### src/rtl/ram_arbiter.sv
`default_nettype none
// ============================================================================
//  Module   : ram_arbiter
//  Purpose  : Shares one SRAM controller port between the bootloader, the
//             instruction fetch unit (IF) and the data memory stage (MEM).
//             Level-request / one-cycle-done handshake on every side.
//             Boot phase serves only the bootloader; CPU phase serves MEM
//             and IF (fixed MEM-over-IF priority by default).
//  Options  : RAM_ARB_ROUND_ROBIN_EN - alternate between IF and MEM when
//             both request in the same arbitration cycle.
//  Revision : 1.0 - initial release
// ============================================================================
module ram_arbiter #(
  parameter int ADDR_W = 18,
  parameter int DATA_W = 16
) (
  input  logic              clk,
  input  logic              rst,
  input  logic              boot_done,
  input  logic              boot_req,
  input  logic [ADDR_W-1:0] boot_addr,
  input  logic [DATA_W-1:0] boot_wdata,
  output logic              boot_ack,
  input  logic              if_req,
  input  logic [ADDR_W-1:0] if_addr,
  output logic              if_ack,
  output logic [DATA_W-1:0] if_rdata,
  input  logic              mem_req,
  input  logic              mem_we,
  input  logic [ADDR_W-1:0] mem_addr,
  input  logic [DATA_W-1:0] mem_wdata,
  output logic              mem_ack,
  output logic [DATA_W-1:0] mem_rdata,
  output logic              ram_req,
  output logic              ram_we,
  output logic [ADDR_W-1:0] ram_addr,
  output logic [DATA_W-1:0] ram_wdata,
  input  logic [DATA_W-1:0] ram_rdata,
  input  logic              ram_done,
  output logic [1:0]        owner
);

  localparam logic [1:0] ST_IDLE  = 2'd0;
  localparam logic [1:0] ST_BUSY  = 2'd1;
  localparam logic [1:0] ST_RESP  = 2'd2;

  localparam logic [1:0] OWN_NONE = 2'd0;
  localparam logic [1:0] OWN_BOOT = 2'd1;
  localparam logic [1:0] OWN_IF   = 2'd2;
  localparam logic [1:0] OWN_MEM  = 2'd3;

  logic [1:0]        state_q,     state_d;
  logic [1:0]        owner_q,     owner_d;
  logic              ram_req_q,   ram_req_d;
  logic              ram_we_q,    ram_we_d;
  logic [ADDR_W-1:0] ram_addr_q,  ram_addr_d;
  logic [DATA_W-1:0] ram_wdata_q, ram_wdata_d;
  logic              boot_ack_q,  boot_ack_d;
  logic              if_ack_q,    if_ack_d;
  logic              mem_ack_q,   mem_ack_d;
  logic [DATA_W-1:0] if_rdata_q,  if_rdata_d;
  logic [DATA_W-1:0] mem_rdata_q, mem_rdata_d;

  logic gnt_boot;
  logic gnt_if;
  logic gnt_mem;

`ifdef RAM_ARB_ROUND_ROBIN_EN
  // 1: MEM wins the next IF/MEM tie, 0: IF wins it
  logic rr_mem_q, rr_mem_d;

  // Grant selection: boot-only in boot phase, alternating tie-break in CPU phase
  always_comb begin
    gnt_boot = 1'b0;
    gnt_if   = 1'b0;
    gnt_mem  = 1'b0;
    if (!boot_done) begin
      gnt_boot = boot_req;
    end else if (if_req && mem_req) begin
      gnt_mem = rr_mem_q;
      gnt_if  = !rr_mem_q;
    end else begin
      gnt_mem = mem_req;
      gnt_if  = if_req;
    end
  end

  // Tie-break pointer moves away from whoever was just granted in IDLE
  always_comb begin
    rr_mem_d = rr_mem_q;
    if (state_q == ST_IDLE) begin
      if (gnt_mem) begin
        rr_mem_d = 1'b0;
      end else if (gnt_if) begin
        rr_mem_d = 1'b1;
      end
    end
  end

  // Pointer register, resets to favour MEM
  always_ff @(posedge clk or negedge rst) begin
    if (!rst) begin
      rr_mem_q <= 1'b1;
    end else begin
      rr_mem_q <= rr_mem_d;
    end
  end
`else
  // Grant selection: boot-only in boot phase, MEM over IF in CPU phase
  always_comb begin
    gnt_boot = 1'b0;
    gnt_if   = 1'b0;
    gnt_mem  = 1'b0;
    if (!boot_done) begin
      gnt_boot = boot_req;
    end else begin
      gnt_mem = mem_req;
      gnt_if  = if_req && !mem_req;
    end
  end
`endif

  // Next-state logic: IDLE grants and latches, BUSY waits for ram_done, RESP retires
  always_comb begin
    state_d     = state_q;
    owner_d     = owner_q;
    ram_req_d   = ram_req_q;
    ram_we_d    = ram_we_q;
    ram_addr_d  = ram_addr_q;
    ram_wdata_d = ram_wdata_q;
    boot_ack_d  = 1'b0;
    if_ack_d    = 1'b0;
    mem_ack_d   = 1'b0;
    if_rdata_d  = if_rdata_q;
    mem_rdata_d = mem_rdata_q;

    case (state_q)
      ST_IDLE: begin
        if (gnt_boot) begin
          state_d     = ST_BUSY;
          owner_d     = OWN_BOOT;
          ram_req_d   = 1'b1;
          ram_we_d    = 1'b1;
          ram_addr_d  = boot_addr;
          ram_wdata_d = boot_wdata;
        end else if (gnt_mem) begin
          state_d     = ST_BUSY;
          owner_d     = OWN_MEM;
          ram_req_d   = 1'b1;
          ram_we_d    = mem_we;
          ram_addr_d  = mem_addr;
          ram_wdata_d = mem_wdata;
        end else if (gnt_if) begin
          state_d     = ST_BUSY;
          owner_d     = OWN_IF;
          ram_req_d   = 1'b1;
          ram_we_d    = 1'b0;
          ram_addr_d  = if_addr;
          ram_wdata_d = '0;
        end
      end

      ST_BUSY: begin
        // The transaction always completes, even if the requester let go
        if (ram_done) begin
          state_d   = ST_RESP;
          ram_req_d = 1'b0;
          case (owner_q)
            OWN_BOOT: boot_ack_d = 1'b1;
            OWN_IF: begin
              if_ack_d   = 1'b1;
              if_rdata_d = ram_rdata;
            end
            OWN_MEM: begin
              mem_ack_d = 1'b1;
              if (!ram_we_q) begin
                mem_rdata_d = ram_rdata;
              end
            end
            default: ;
          endcase
        end
      end

      ST_RESP: begin
        // Requester drops its level here, so IDLE never sees a stale request
        state_d = ST_IDLE;
        owner_d = OWN_NONE;
      end

      default: begin
        state_d   = ST_IDLE;
        owner_d   = OWN_NONE;
        ram_req_d = 1'b0;
      end
    endcase
  end

  // State and output registers; async reset abandons any in-flight access
  always_ff @(posedge clk or negedge rst) begin
    if (!rst) begin
      state_q     <= ST_IDLE;
      owner_q     <= OWN_NONE;
      ram_req_q   <= 1'b0;
      ram_we_q    <= 1'b0;
      ram_addr_q  <= '0;
      ram_wdata_q <= '0;
      boot_ack_q  <= 1'b0;
      if_ack_q    <= 1'b0;
      mem_ack_q   <= 1'b0;
      if_rdata_q  <= '0;
      mem_rdata_q <= '0;
    end else begin
      state_q     <= state_d;
      owner_q     <= owner_d;
      ram_req_q   <= ram_req_d;
      ram_we_q    <= ram_we_d;
      ram_addr_q  <= ram_addr_d;
      ram_wdata_q <= ram_wdata_d;
      boot_ack_q  <= boot_ack_d;
      if_ack_q    <= if_ack_d;
      mem_ack_q   <= mem_ack_d;
      if_rdata_q  <= if_rdata_d;
      mem_rdata_q <= mem_rdata_d;
    end
  end

  assign owner     = owner_q;
  assign ram_req   = ram_req_q;
  assign ram_we    = ram_we_q;
  assign ram_addr  = ram_addr_q;
  assign ram_wdata = ram_wdata_q;
  assign boot_ack  = boot_ack_q;
  assign if_ack    = if_ack_q;
  assign mem_ack   = mem_ack_q;
  assign if_rdata  = if_rdata_q;
  assign mem_rdata = mem_rdata_q;

endmodule
`default_nettype wire

### config.mk
export PLATFORM = sky130hd
export DESIGN_NAME = ram_arbiter
export DESIGN_NICKNAME = d
export VERILOG_FILES = /design/src/rtl/ram_arbiter.sv
export SDC_FILE = /design/constraint.sdc
export NUM_CORES = 1
export LEC_CHECK = 0
export CORE_MARGIN = 3
export CORE_UTILIZATION = 44
export DETAILED_ROUTE_END_ITERATION = 6
export PLACE_DENSITY = 0.82
export SYNTH_ARGS = -nofsm -noshare
export SYNTH_HDL_FRONTEND = slang
export SYNTH_SLANG_ARGS = --single-unit
export TNS_END_PERCENT = 100
### constraint.sdc
create_clock -name clk -period 2.73 [get_ports clk]
set_input_delay 0.546 -clock clk [delete_from_list [all_inputs] [get_ports clk]]
set_output_delay 0.546 -clock clk [all_outputs]
set_load 0.02 [all_outputs]
* Word level (Yosys, flattened, before mapping)
Index checks and enable logic that the tools add are counted.
** Cells by class
- Equal/unequal tests :: 7
- Multiplexer cells :: 35
- Bitwise operators :: 3
- Reduce and logical (&&, ||, !) cells :: 10
** Operators by type and width (number)
- $mux 18 :: 3
- $mux 16 :: 3
- $mux 1 :: 19
- $mux 2 :: 7
- $pmux 2 s2 :: 2
- $eq 2x2->1 const B :: 3
- $reduce_and 2->1 :: 3
- $reduce_and 3->1 :: 2
- $eq 2x1->1 const B :: 2
- $ne 4x4->1 const B :: 1
- $reduce_and 4->1 :: 1
- $not 1->1 :: 3
- $pmux 1 s3 :: 1
- $reduce_bool 3->1 :: 1
- $logic_not 2->1 :: 1
- $ne 2x2->1 const B :: 1
- $logic_and 1x1->1 :: 1
- $logic_not 1->1 :: 1
** Storage, ports and cells
- Flip-flop bits (word level) :: 75
- Input port bits :: 110
- Output and inout bits :: 73
- Word-level logic and storage cells :: 66

* Longest topological paths before layout
Gate-level depths: netlist (run 1).
- Word-level depth :: 7
- Gate-level depth with buffers :: 7
- Mapped depth without buffers :: 3

* Worst setup path before layout (run 1)
No wires, ideal clock.
- Path kind :: input to register
- From :: in boot_done
- To :: reg ram_addr_q[0], in the netlist ram_addr[0]
- Arrival time :: 1.654 ns
- Data required time :: 2.605 ns
- Setup slack :: 0.951 ns
- Cell stages on the path :: 7
- Cell sequence :: buf_2 > nor2b_1 > buf_2 > o21a_1 > buf_6 > buf_6 > mux2_4
** On the way
- Word-level cells in the longest chain between the ends :: 3
- Elaborated cells between the ends (all ways) :: 7
** RTL lines
- start: declaration :: line 19 : input logic boot_done,
- $mux 1 :: line 114 : if (!boot_done) begin
- $reduce_bool 3->1 (no line) or $mux 18 (tied branches)
- $reduce_and 2->1 (no line) or $mux 18 (tied branches)
- end signal: assignment :: line 218 : ram_addr_q <= ram_addr_d;
- end: declaration :: line 56 : logic [ADDR_W-1:0] ram_addr_q, ram_addr_d;
Several ways; a longest one is shown, not always the timed one.
A chain may end at the register's enable or synchronous reset.

* Worst setup path after layout (run 1)
- From :: in mem_req
- To :: reg ram_wdata_q[0], in the netlist ram_wdata[0]
** On the way
- Word-level cells in the longest chain between the ends :: 5
- Elaborated cells between the ends (all ways) :: 8
** RTL lines
- start: declaration :: line 28 : input logic mem_req,
- $logic_not 1->1 :: line 118 : gnt_if = if_req && !mem_req;
- $logic_and 1x1->1 :: line 118
- $mux 1 :: line 114
- $reduce_bool 3->1 (no line)
- $reduce_and 2->1 (no line)
- end signal: assignment :: line 219 : ram_wdata_q <= ram_wdata_d;
- end: declaration :: line 57 : logic [DATA_W-1:0] ram_wdata_q, ram_wdata_d;
Several ways; a longest one is shown, not always the timed one.

==> results of run 1 <==
==> power by group <==
group	switching, mW	internal, mW
combinational	1.26	1.67
clock	0.404	0.330
sequential	0.327	1.62
total	1.99	3.62
==> state kept, by name, summed over array words and instances (netlist names) <==
register and flops:
ram_addr 18, if_rdata 16, mem_rdata 16, ram_wdata 16
owner 2, state_q 2, boot_ack 1, if_ack 1
mem_ack 1, ram_req 1, ram_we 1
==> layout by cell type (no fill, tap or decap), types with 2 or more instances in the layout <==
cell / count
clkinv_2: 2
inv_1: 3
nor2_1: 3
nor2b_1: 2
dfrtp_1: 75
mux2i_1: 54
clkdlybuf4s50_1: 181
a22o_1: 16
clkinvlp_4: 2
clkinv_4: 2
nand2_1: 2
o21a_1: 2
o21ai_0: 5
mux2_2: 29
mux2_4: 37
clkbuf_8: 9
buf_4: 8
a21oi_1: 2
==> worst register-to-register path, cell delays in order, from the launching register on <==
cell and delay (ps):
dfrtp_1 460, nand3b_4 240, nor3b_4 200, buf_4 310, mux2_2 380
==> metal layers <==
metal	vias up	part of all wire	global-route usage
met5	-	0	0
met4	0	0.022	0.0872
met3	19	0.079	0.0573
met2	132	0.51	0.340
met1	1378	0.39	0.242
li1	1313	-	-
==> cell families after synthesis <==
logic type             after synthesis  synth area share
AO/OA/AOI/OAI                       29            0.0595
buffers and inverters               21            0.0384
flip-flops                          75             0.496
multiplexers                       120             0.376
AND/OR/NAND/NOR                     14            0.0301
==> worst max path at each step <==
| stage | from | endpoint | slack, ps | cells after the start |
|---|---|---|---|---|
| global placement | boot_done | ram_wdata[4] | 300 | 5 |
| global route | mem_req | owner[0] | 560 | 5 |
| CTS | mem_req | ram_wdata[0] | 660 | 5 |
| finish | mem_req | ram_wdata[0] | 640 | 5 |
| floorplan | boot_done | ram_addr[0] | 950 | 7 |
| detailed placement | mem_req | ram_wdata[10] | 300 | 5 |
==> per-stage QoR <==
step                       util  setup WS, ps
final                     0.704           637
after global routing      0.704           556
after CTS                 0.704           655
after global placement    0.684           296
after detailed placement  0.684           296
after floorplan               -           951
==> area by class of cell <==
| cell class | count | area share |
|---|---|---|
| timing repair buffer | 190 | 0.324 |
| sequential | 75 | 0.321 |
| multi-input combinational | 163 | 0.302 |
| tap | 105 | 0.0225 |
| clock buffer | 10 | 0.0218 |
| clock inverter | 6 | 0.00728 |
| inverter | 3 | 0.00193 |
==> flow_metrics.tcl, run 1 <==
set metrics [dict create \
    crit_type "input pin to flip-flop" \
    num_antenna_cells 0 \
    port-buffer-count 182 \
    gp_congestion 0.754 \
    clock_latency_ps 330 \
    fin_hold_ws_ps 340 \
    drv_cap 0 \
    crit_buf_inv 2 \
    rsz0062_at_grt "false" \
    worst_slew_pin_slew_ps 920 \
    relSlewSlack 0.387 \
    synth_top_area_share 0.496 \
    hold_buffers 0 \
    grt_pass1_vias 3129 \
    fp.dieH_um 98.7 \
    overflow 0 \
    async_reset_ff_frac 1.00 \
    die_w_um 98.7 \
    firstDrtPassIters 4 \
    ir_worst_vdd_mv 0.465 \
    p_leak_nw 2.63 \
    cts_setup_buffers 0 \
    ys_seq_area_frac 0.496 \
    powerDensity_nw_per_um2 960 \
    fin_area_um2 5840 \
    yosys_warnings 0 \
    fmax_ghz 0.478 \
    synth_nets 369 \
    cts_sinks 75 \
    layout_min_cycle_time_ps 2090 \
    hpwl_um 7300 \
    synth_edf_count 0 \
    drtIter0Drc 53 \
    drive_above_1_share 0.213 \
    r2r_slack_ps 1040 \
    hold_path.class "input pin to async pin" \
    synth_top_cell_by_area "dfrtp_1" \
    crit_path_cell_trace "clkdlybuf4s50_1 -> buf_4 -> and2_1 -> a22o_1 -> mux2_2" \
    drc 0 \
    path_max_fanout 22 \
    syn_area_um2 3780 \
    drt_wl_total_um 9610 \
    n_fill_cell 601 \
    reg2reg_to "if_rdata[11]" \
    wire_per_inst_um 17.4 \
    dpl.cell_count 536 \
    worstPathRequired_ps 3000 \
    final_cells 552 \
    avgSynthCellArea_um2 14.6 \
    via_per_inst 5.15 \
    yosysUniqueCellTypes 26 \
    dieArea_um2 9750 \
    grt_max_degree 76 \
    cpPeakStageDelay_ps 620 \
    slowest_stage "and2_1" \
    cts.clk_slew.worst_paths_ps 80 \
    synth_flop_cell "dfrtp_1" \
    numCtsBuffers 9 \
    worstPathArrival_ps 2370 \
    groute.usage.overall 0.202 \
    grt_pass1_wl_um 15500 \
    nets 552 \
    core_area_um2 8300 \
    hold_viol_final 0 \
    multi_input_area_um2 1760 \
    endpoint_kind "flip-flop" \
    cpLargestDelayFamily "buffers and inverters" \
    rows 33 \
    p_total_mw 5.61 \
    drtAntennaViolNets 0 \
    tns_ps 0 \
    syn_inst 259 \
    area_delta_synth_final_pct 54.5 \
    worstSetupStartpointType "input pin" \
    clockBufferDepth 2 \
    synth.most_common_cell "dfrtp_1" \
    place_area_um2 5670 \
    io_pins 183 \
    yosys_register_bits 75 \
    cts_tree "done" \
    seq_area_um2 1880 \
    setup_viol 0 \
    start_util 0.456 \
    period_share 0.767 \
    slew_viol_final 0 \
    status "finished, final reports clean" \
    grt_antenna_before_repair 0 \
    cts_root_buf "clkbuf_8" \
    synthTopCellsByCount "dfrtp_1, mux2i_1, mux2_4" \
    cts-htree-levels 3 \
    ys_top_cells_by_area "dfrtp_1, mux2_4, mux2i_1" \
    worstReg2RegStart "state_q[1]" \
    r2r_cells 4 \
    skew_ps 8.51 \
    num_vias 2842 \
    cts_repair_resize_count 0 \
]
No activity file was read; power rests on OpenSTA's default activity.
==> run 2, diff against run 1 <==
CORE_UTILIZATION = 41   (was 44)
PLACE_DENSITY = 0.77   (was 0.82)
clock period = 2.2 ns   (was 2.73 ns; I/O delays follow)
==> run 2 against run 1 <==
Clock power rose by 65%. Utilization fell by 2.6 points. Worst hold slack improved by 170 ps. Final area rose by 2.7%. Via count rose by 0.49%. Clock skew rose by 4.8 ps. Sequential share of layout area fell by 0.84 points. Cell count rose by 1.4%. Non-clock buffer count rose by 5. Critical path depth fell by 4. Sequential cell count did not move. Count of clock-buffer cells in the layout did not move. Critical path type is now flip-flop to output port. Largest cell class unchanged.
==> flow_metrics.tcl, run 2 (synthesis results as in run 1) <==
set metrics [dict create \
    layout_commonest_cell "clkdlybuf4s50_1" \
    clock_latency_ps 340 \
    holdPathStages 1 \
    cts_sinks 75 \
    met2_length_um 5050 \
    slew_viol_final 0 \
    dieArea_um2 10400 \
    nets 557 \
    largest_register_ffs 18 \
    powerDensity_nw_per_um2 1220 \
    worstReg2RegStart "state_q[1]" \
    routed.top_layer "met5" \
    port-buffer-count 182 \
    crit_type "flip-flop to output port" \
    hold_path.class "flip-flop to flip-flop" \
    hold_start "mem_rdata[4]" \
    cpLargestDelayFamily "buffers and inverters" \
    via_per_inst 5.10 \
    worstSetupStartpointType "flip-flop" \
    die_w_um 102 \
    worstPathRequired_ps 1760 \
    grt_pass1_vias 3076 \
    wire_per_inst_um 17.9 \
    gp_congestion 0.753 \
    cts_root_buf "clkbuf_8" \
    worstPathArrival_ps 1470 \
    skew_ps 13.3 \
    p_clk_frac 0.165 \
    hold_end "mem_rdata[4]" \
    r2r_cells 4 \
    p_sw_frac 0.344 \
    place_area_um2 5760 \
    grt_antenna_before_repair 1 \
    groute.usage.overall 0.191 \
    cts_tree "done" \
    io_pins 183 \
    ir_worst_vdd_mv 0.497 \
    overflow 0 \
    worst_slew_pin_slew_ps 677 \
    core_area_um2 8850 \
    reg2reg_to "if_rdata[9]" \
    firstDrtPassIters 4 \
    p_int_mw 4.79 \
    path_max_fanout 5 \
    status "finished, final reports clean" \
    wl_met1_um 4150 \
    dpl.cell_count 543 \
    cpPeakStageDelay_ps 680 \
    final_cells 560 \
    grt_max_degree 51 \
    r2r_slack_ps 590 \
    p_leak_nw 2.70 \
    cts_setup_buffers 0 \
    rsz0062_at_grt "false" \
    num_vias 2856 \
    cts-htree-levels 3 \
    start_util 0.428 \
    fmax_ghz 0.524 \
    drc 0 \
    rows 34 \
    endpoint_kind "output port" \
    numCtsBuffers 9 \
    crit_path_cell_trace "clkdlybuf4s50_1" \
    switchingPower_mw 2.51 \
    crit_buf_inv 1 \
    tns_ps 0 \
    cts.clk_slew.worst_paths_ps 80 \
    power.share.combinational 0.504 \
    grt_pass1_wl_um 15700 \
    drive_above_1_share 0.221 \
    setup_viol 0 \
    slowest_stage "clkdlybuf4s50_1" \
    layout_min_cycle_time_ps 1910 \
    drv_cap 0 \
    drtAntennaViolNets 0 \
    seqPwrFrac 0.331 \
    drtIter0Drc 112 \
    pre_cts_ws_ps 70.3 \
    fp.dieH_um 102 \
    hpwl_um 7840 \
    period_share 0.867 \
    area_delta_synth_final_pct 58.6 \
    clockBufferDepth 2 \
    fin_area_um2 6000 \
    relSlewSlack 0.548 \
    worst_slack_ps 293 \
    layout_common_cells "clkdlybuf4s50_1, dfrtp_1, mux2i_1" \
    num_antenna_cells 0 \
    drt_wl_total_um 10000 \
    hold_viol_final 0 \
    fin_hold_ws_ps 509 \
    wl_met3_um 758 \
]
## run 2: changes by cell type in the layout (fill, tap and decap cells not counted)
cell and change:
buf_12 +4, bufinv_16 +2, clkinv_2 -2, clkinvlp_4 -2
inv_6 +2, clkbuf_1 -1, clkbuf_8 +1, dlygate4sd3_1 +1
## run 2: per-layer routing
metal / GRT usage / vias to the layer above
li1: - / 1325
met1: 0.247 / 1406
met2: 0.329 / 113
met3: 0.0423 / 10
met4: 0.0454 / 2
met5: 0 / -
## run 2: how the worst max path moves through the flow
stage,from,end,slack (ps),depth (start not counted)
after detailed placement,boot_done,ram_wdata[6],70,5
after CTS,owner[1],owner[1],280,1
final,owner[0],owner[0],290,1
after global routing,owner[1],owner[1],240,1
after global placement,boot_done,ram_wdata[13],100,5
after floorplan,boot_done,ram_addr[0],530,7
## run 2: what timing repair did
action | 4_1_cts | 5_1_grt
gates resized for setup | 0 | 0
endpoints found under the setup margin | 0 | 0
hold buffers | 1 | 0
endpoints found under the hold margin | 6 | 0
## run 2: final cells by class
class                      count  area (µm²)
fill                         676        2850
timing repair buffer         195        1980
sequential                    75        1880
multi-input combinational    163        1760
clock buffer                  10         138
tap                          108         135
clock inverter                 6        95.1
inverter                       3        11.3
## run 2: power groups by stage
stage               logic [mW]  registers, mW  clock network (mW)
global route              3.87           2.50                1.29
global placement          3.65           2.41                   0
CTS                       3.72           2.42                1.24
detailed placement        3.71           2.43                   0
floorplan                 1.19           3.15                   0
finish                    3.68           2.42                1.21
## run 2: through the flow
| step | util | power (mW) |
|---|---|---|
| final | 0.678 | 7.30 |
| after global routing | 0.678 | 7.67 |
| after CTS | 0.678 | 7.38 |
| after detailed placement | 0.651 | 6.14 |
| after global placement | 0.651 | 6.06 |
| after floorplan | - | 4.34 |
==> variant 1, RTL diff (settings of run 2) <==
Change the parameter `DATA_W` from 16 to 18.
--- a/src/rtl/ram_arbiter.sv
+++ b/src/rtl/ram_arbiter.sv
@@ -12,7 +12,7 @@
 // ============================================================================
 module ram_arbiter #(
   parameter int ADDR_W = 18,
-  parameter int DATA_W = 16
+  parameter int DATA_W = 18
 ) (
   input  logic              clk,
   input  logic              rst,
Interface: changed (6 resized); port bits go from 183 to 195. No check against the original RTL was run, so the function may have changed too.
==> variant 1 against run 2 <==
Total power grew 1.1%; routed wire length rose by 8.3%; synthesized area rose by 2.3%; sequential share of layout area grew 1.5 points; sequential cell count up 6; cell area up 3.1%; worst setup slack worse by 33 ps; die area up 2.1%; critical path type unchanged; critical endpoint unchanged; highest routed layer is now met4.
==> variant 1: results (changes against run 2) <==
* GRT Overall Usage at 20.2% (was 19.1%)
* Peak VDD IR at 0.753 mV (was 0.497 mV)
* Reg2Reg Depth at 4 (unchanged)
* Post-DP HPWL at 8380 microns (was 7840 microns)
* Placed cells at 574 (was 543)
* Sequential fraction of the synthesis area at 52.4% (was 49.6%)
* H-tree levels at 3 (unchanged)
* Reg-to-Reg Start: state_q[0]$_DFFE_PN0P_ (was state_q[1]$_DFFE_PN0P_)
* Vias in the first global route at 3332 (was 3076)
* Synth unique cells at 31 (was 26)
* Inserted Diodes at 0 (unchanged)
* Postcts setup bufs at 0 (unchanged)
* Top cells by area, synth: dfrtp_1, mux2_2, mux2i_1, a22o_1, buf_2 (was dfrtp_1, mux2_4, mux2i_1, mux2_2, a22o_1)
* Commonest cells in the netlist: dfrtp_1, mux2_2, mux2i_1 (was dfrtp_1, mux2i_1, mux2_4)
* IO buf count at 194 (was 182)
* Worst-path fanout max at 6 (was 5)
* Min-Delay Path Class: input port to async pin (was flip-flop to flip-flop)
* DR vias at 3045 (was 2856)
* Clock buffer count from CTS at 9 (unchanged)
* Syn Area/Cell at 14.0 sq um (was 14.6 sq um)
* Iteration-0 DRC Markers at 36 (was 112)
* Reg2Reg Setup Slack at 590 ps (about the same)
* Actual slew at the worst max-slew pin at 754 ps (was 677 ps)
* Skew final at 8.87 ps (was 13.3 ps)
* Total wire length at 10900 microns (was 10000 microns)
* Fraction of layout cells with a size suffix above 1 at 22.6% (was 22.1%)
* WHS at 66.0 ps (was 509 ps)
* Largest net degree at the start of global routing at 44 (was 51)
* Switching share of power at 35.3% (was 34.4%)
* Outcome: finished clean (unchanged)
* Worst-Skew Late Latency at 340 ps (about the same)
* Cts repair resizes at 0 (unchanged)
* DP Area at 5970 sq um (was 5760 sq um)
* Pre-CTS WS at 41.1 ps (was 70.3 ps)
* GPL Wtd Cong at 0.748 (was 0.753)
* Worst r2r dst: ram_wdata[16]$_DFFE_PN0P_ (was if_rdata[9]$_DFFE_PN0P_)
* Fin nets at 593 (was 557)
* Initial antenna violation count at 0 (was 1)
* Synth warn at 0 (unchanged)
* Mean routed wirelength per cell at 18.4 microns (was 17.9 microns)
* First-pass GRT wire length at 16400 microns (was 15700 microns)
* LEAKAGE at 2.73 nW (was 2.70 nW)
* CP arrival at 1500 ps (was 1470 ps)
* Syn Nets at 392 (was 369)
variant 1: changes by cell type in the layout (fill, tap and decap cells not counted), sizes merged, moves of 2 or more:
| cell | change |
|---|---|
| a22o | +2 |
| buf | +3 |
| clkdlybuf4s50 | +12 |
| dfrtp | +6 |
| mux2 | +6 |
| o21a | -2 |
variant 1: worst max path at each step:
stage                                    start  depth (start not counted)                       end  slack, ps
after global placement                 mem_req                          4  ram_wdata[6]$_DFFE_PN0P_         80
after detailed placement               mem_req                          4  ram_wdata[6]$_DFFE_PN0P_         40
after floorplan                      boot_done                          6  ram_addr[10]$_DFFE_PN0P_        510
final                     owner[0]$_DFFE_PN0P_                          1                  owner[0]        260
after CTS                 owner[0]$_DFFE_PN0P_                          1                  owner[0]        250
after global routing      owner[0]$_DFFE_PN0P_                          1                  owner[0]        180
variant 1: logic make-up (layout without fill, tap and decap cells):
kind of cell	after synthesis	after routing	share of synthesized area (%)
simple gates	16	16	3.01
mux	126	126	34.9
flops	81	81	52.4
buf+inv	22	228	3.46
compound gates	31	31	6.24
variant 1: power groups by stage:
stage | combinational, mW | sequential (mW) | clock, mW
after floorplan | 0.975 | 3.35 | 0
after global placement | 3.61 | 2.54 | 0
after detailed placement | 3.67 | 2.57 | 0
after CTS | 3.68 | 2.56 | 1.22
after global routing | 3.84 | 2.65 | 1.28
final | 3.64 | 2.54 | 1.20
variant 1: per-layer routing:
metal	vias up	track usage [%]	wire length, microns
met2	117	35.3	5510
met1	1500	22.2	4070
met3	14	9.27	1100
li1	1414	-	-
met4	0	5.68	179
met5	-	0	0
variant 1: area by class of cell:
type                       instances  area (sq um)
multi-input combinational        173          1720
timing repair buffer             209          2080
tap                              108           135
sequential                        81          2030
fill                             654          2750
inverter                           3          11.3
clock inverter                     6          90.1
clock buffer                      10           128
==> variant 2, RTL diff (settings of run 2) <==
Without the edit above. `ram_addr_q`, `ram_wdata_q`, `if_rdata_q` and `mem_rdata_q` no longer have a reset.
--- a/src/rtl/ram_arbiter.sv
+++ b/src/rtl/ram_arbiter.sv
@@ -203,26 +203,25 @@
       owner_q     <= OWN_NONE;
       ram_req_q   <= 1'b0;
       ram_we_q    <= 1'b0;
-      ram_addr_q  <= '0;
-      ram_wdata_q <= '0;
       boot_ack_q  <= 1'b0;
       if_ack_q    <= 1'b0;
       mem_ack_q   <= 1'b0;
-      if_rdata_q  <= '0;
-      mem_rdata_q <= '0;
     end else begin
       state_q     <= state_d;
       owner_q     <= owner_d;
       ram_req_q   <= ram_req_d;
       ram_we_q    <= ram_we_d;
-      ram_addr_q  <= ram_addr_d;
-      ram_wdata_q <= ram_wdata_d;
       boot_ack_q  <= boot_ack_d;
       if_ack_q    <= if_ack_d;
       mem_ack_q   <= mem_ack_d;
-      if_rdata_q  <= if_rdata_d;
-      mem_rdata_q <= mem_rdata_d;
-    end
+    end
+  end
+
+  always_ff @(posedge clk) begin
+    ram_addr_q  <= ram_addr_d;
+    ram_wdata_q <= ram_wdata_d;
+    if_rdata_q  <= if_rdata_d;
+    mem_rdata_q <= mem_rdata_d;
   end
 
   assign owner     = owner_q;
Formal check against the unedited RTL: not equivalent (Yosys sat finds a counterexample within 4 cycles, from zero or initial values and one cycle with rst low).
==> variant 2 against run 2 <==
Sequential cell count did not move; maximum frequency up 3.1%; synthesized area is 23% lower; register-to-register slack got worse by 110 ps; critical endpoint unchanged; cell area is 14% lower; utilization up 6.9 points; worst setup slack improved by 58 ps; routed wire length is 12% lower.
Power is not compared: it rests on default switching activity, and its combinational part moved more than twofold at a synthesized area within 25%.
==> variant 2: results (changes against run 2) <==
* Outcome: finished clean (unchanged)
* Top cells by area, synth: edfxtp_1, a22o_1, dfrtp_1, a21o_1, buf_6 (was dfrtp_1, mux2_4, mux2i_1, mux2_2, a22o_1)
* Largest net degree at the start of global routing at 35 (was 51)
* Final clock-cell share at 4.24% (was 3.88%)
* Buffer share of cell area at 37.7% (was 33.0%)
* GRT Overall Usage at 21.4% (was 19.1%)
* CP peak stage delay at 640 ps (was 680 ps)
* Min Tclk post-route at 1850 ps (was 1910 ps)
* Number of synthesized flops with an enable pin at 66 (was 0)
* DR vias at 2248 (was 2856)
* DR vias/cell at 4.92 (was 5.10)
* Worst slew margin at 72.1% (was 54.8%)
* Mean routed wirelength per cell at 19.3 microns (was 17.9 microns)
* Reg2Reg Setup Slack at 480 ps (was 590 ps)
* Syn Area/Cell at 17.6 sq um (was 14.6 sq um)
* First-pass GRT wire length at 13100 microns (was 15700 microns)
* Dominant class by area: flip-flops and latches (was buffers)
* GPL Wtd Cong at 0.919 (was 0.753)
* Skew final at 10.8 ps (was 13.3 ps)
* Min-Delay Path Class: input port to async pin (was flip-flop to flip-flop)
* Count of multi-input gates at 78 (was 163)
* Buffers, non-clock at 189 (was 195)
* Syn Nets at 276 (was 369)
* Multi-input gate share of total cell area at 12.5% (was 29.4%)
* Worst-path fanout max at 6 (was 5)
[variant 2: cell types whose count changed after synthesis, sizes merged, moves of 2 or more]
cell / change
dfrtp: -66
a21o: +19
a22o: +18
mux2: -66
o21ai: -2
mux2i: -54
o21a: -2
buf: -6
edfxtp: +66
clkbuf: -2
and3b: +2
[variant 2: worst paths after layout]
check,end,from
worst min register to register,ram_req$_DFFE_PN0P_,ram_req$_DFFE_PN0P_
worst max-delay path,owner[0],owner[0]$_DFFE_PN0P_
min in group clk,ram_req$_DFFE_PN0P_,ram_req$_DFFE_PN0P_
max in group asynchronous,state_q[1]$_DFFE_PN0P_,rst
worst min-delay path,state_q[0]$_DFFE_PN0P_,rst
worst max register to register,mem_rdata[9]$_DFFE_PP_,state_q[0]$_DFFE_PN0P_
[variant 2: report_power, final]
group	internal, mW	leakage (nW)	switching (mW)
sequential	1.88	0.729	0.127
combinational	0.729	1.12	0.683
clock	0.608	0.109	0.479
[variant 2: cells by family after synthesis]
logic type      share of synthesized area (%)
flops                                    75.4
simple gates                             3.76
compound gates                           17.4
buf+inv                                  3.46
[variant 2: metrics by stage]
step                      hold slack, ps  instance area (sq um)  utilization, %
final                                396                   5130            74.8
after global routing                 395                   5130            74.8
after CTS                            393                   5130            74.8
after detailed placement             475                   4920            71.6
after global placement               494                   4920            71.6
after floorplan                      144                   2950               -
[variant 2: routing by layer]
layer / global-route usage (%) / vias up / wire length, microns
met4: 8.80 / 0 / 206
met2: 38.1 / 89 / 4790
met3: 5.75 / 12 / 511
met1: 24.0 / 1100 / 3300
met5: 0 / - / 0
li1: - / 1047 / -
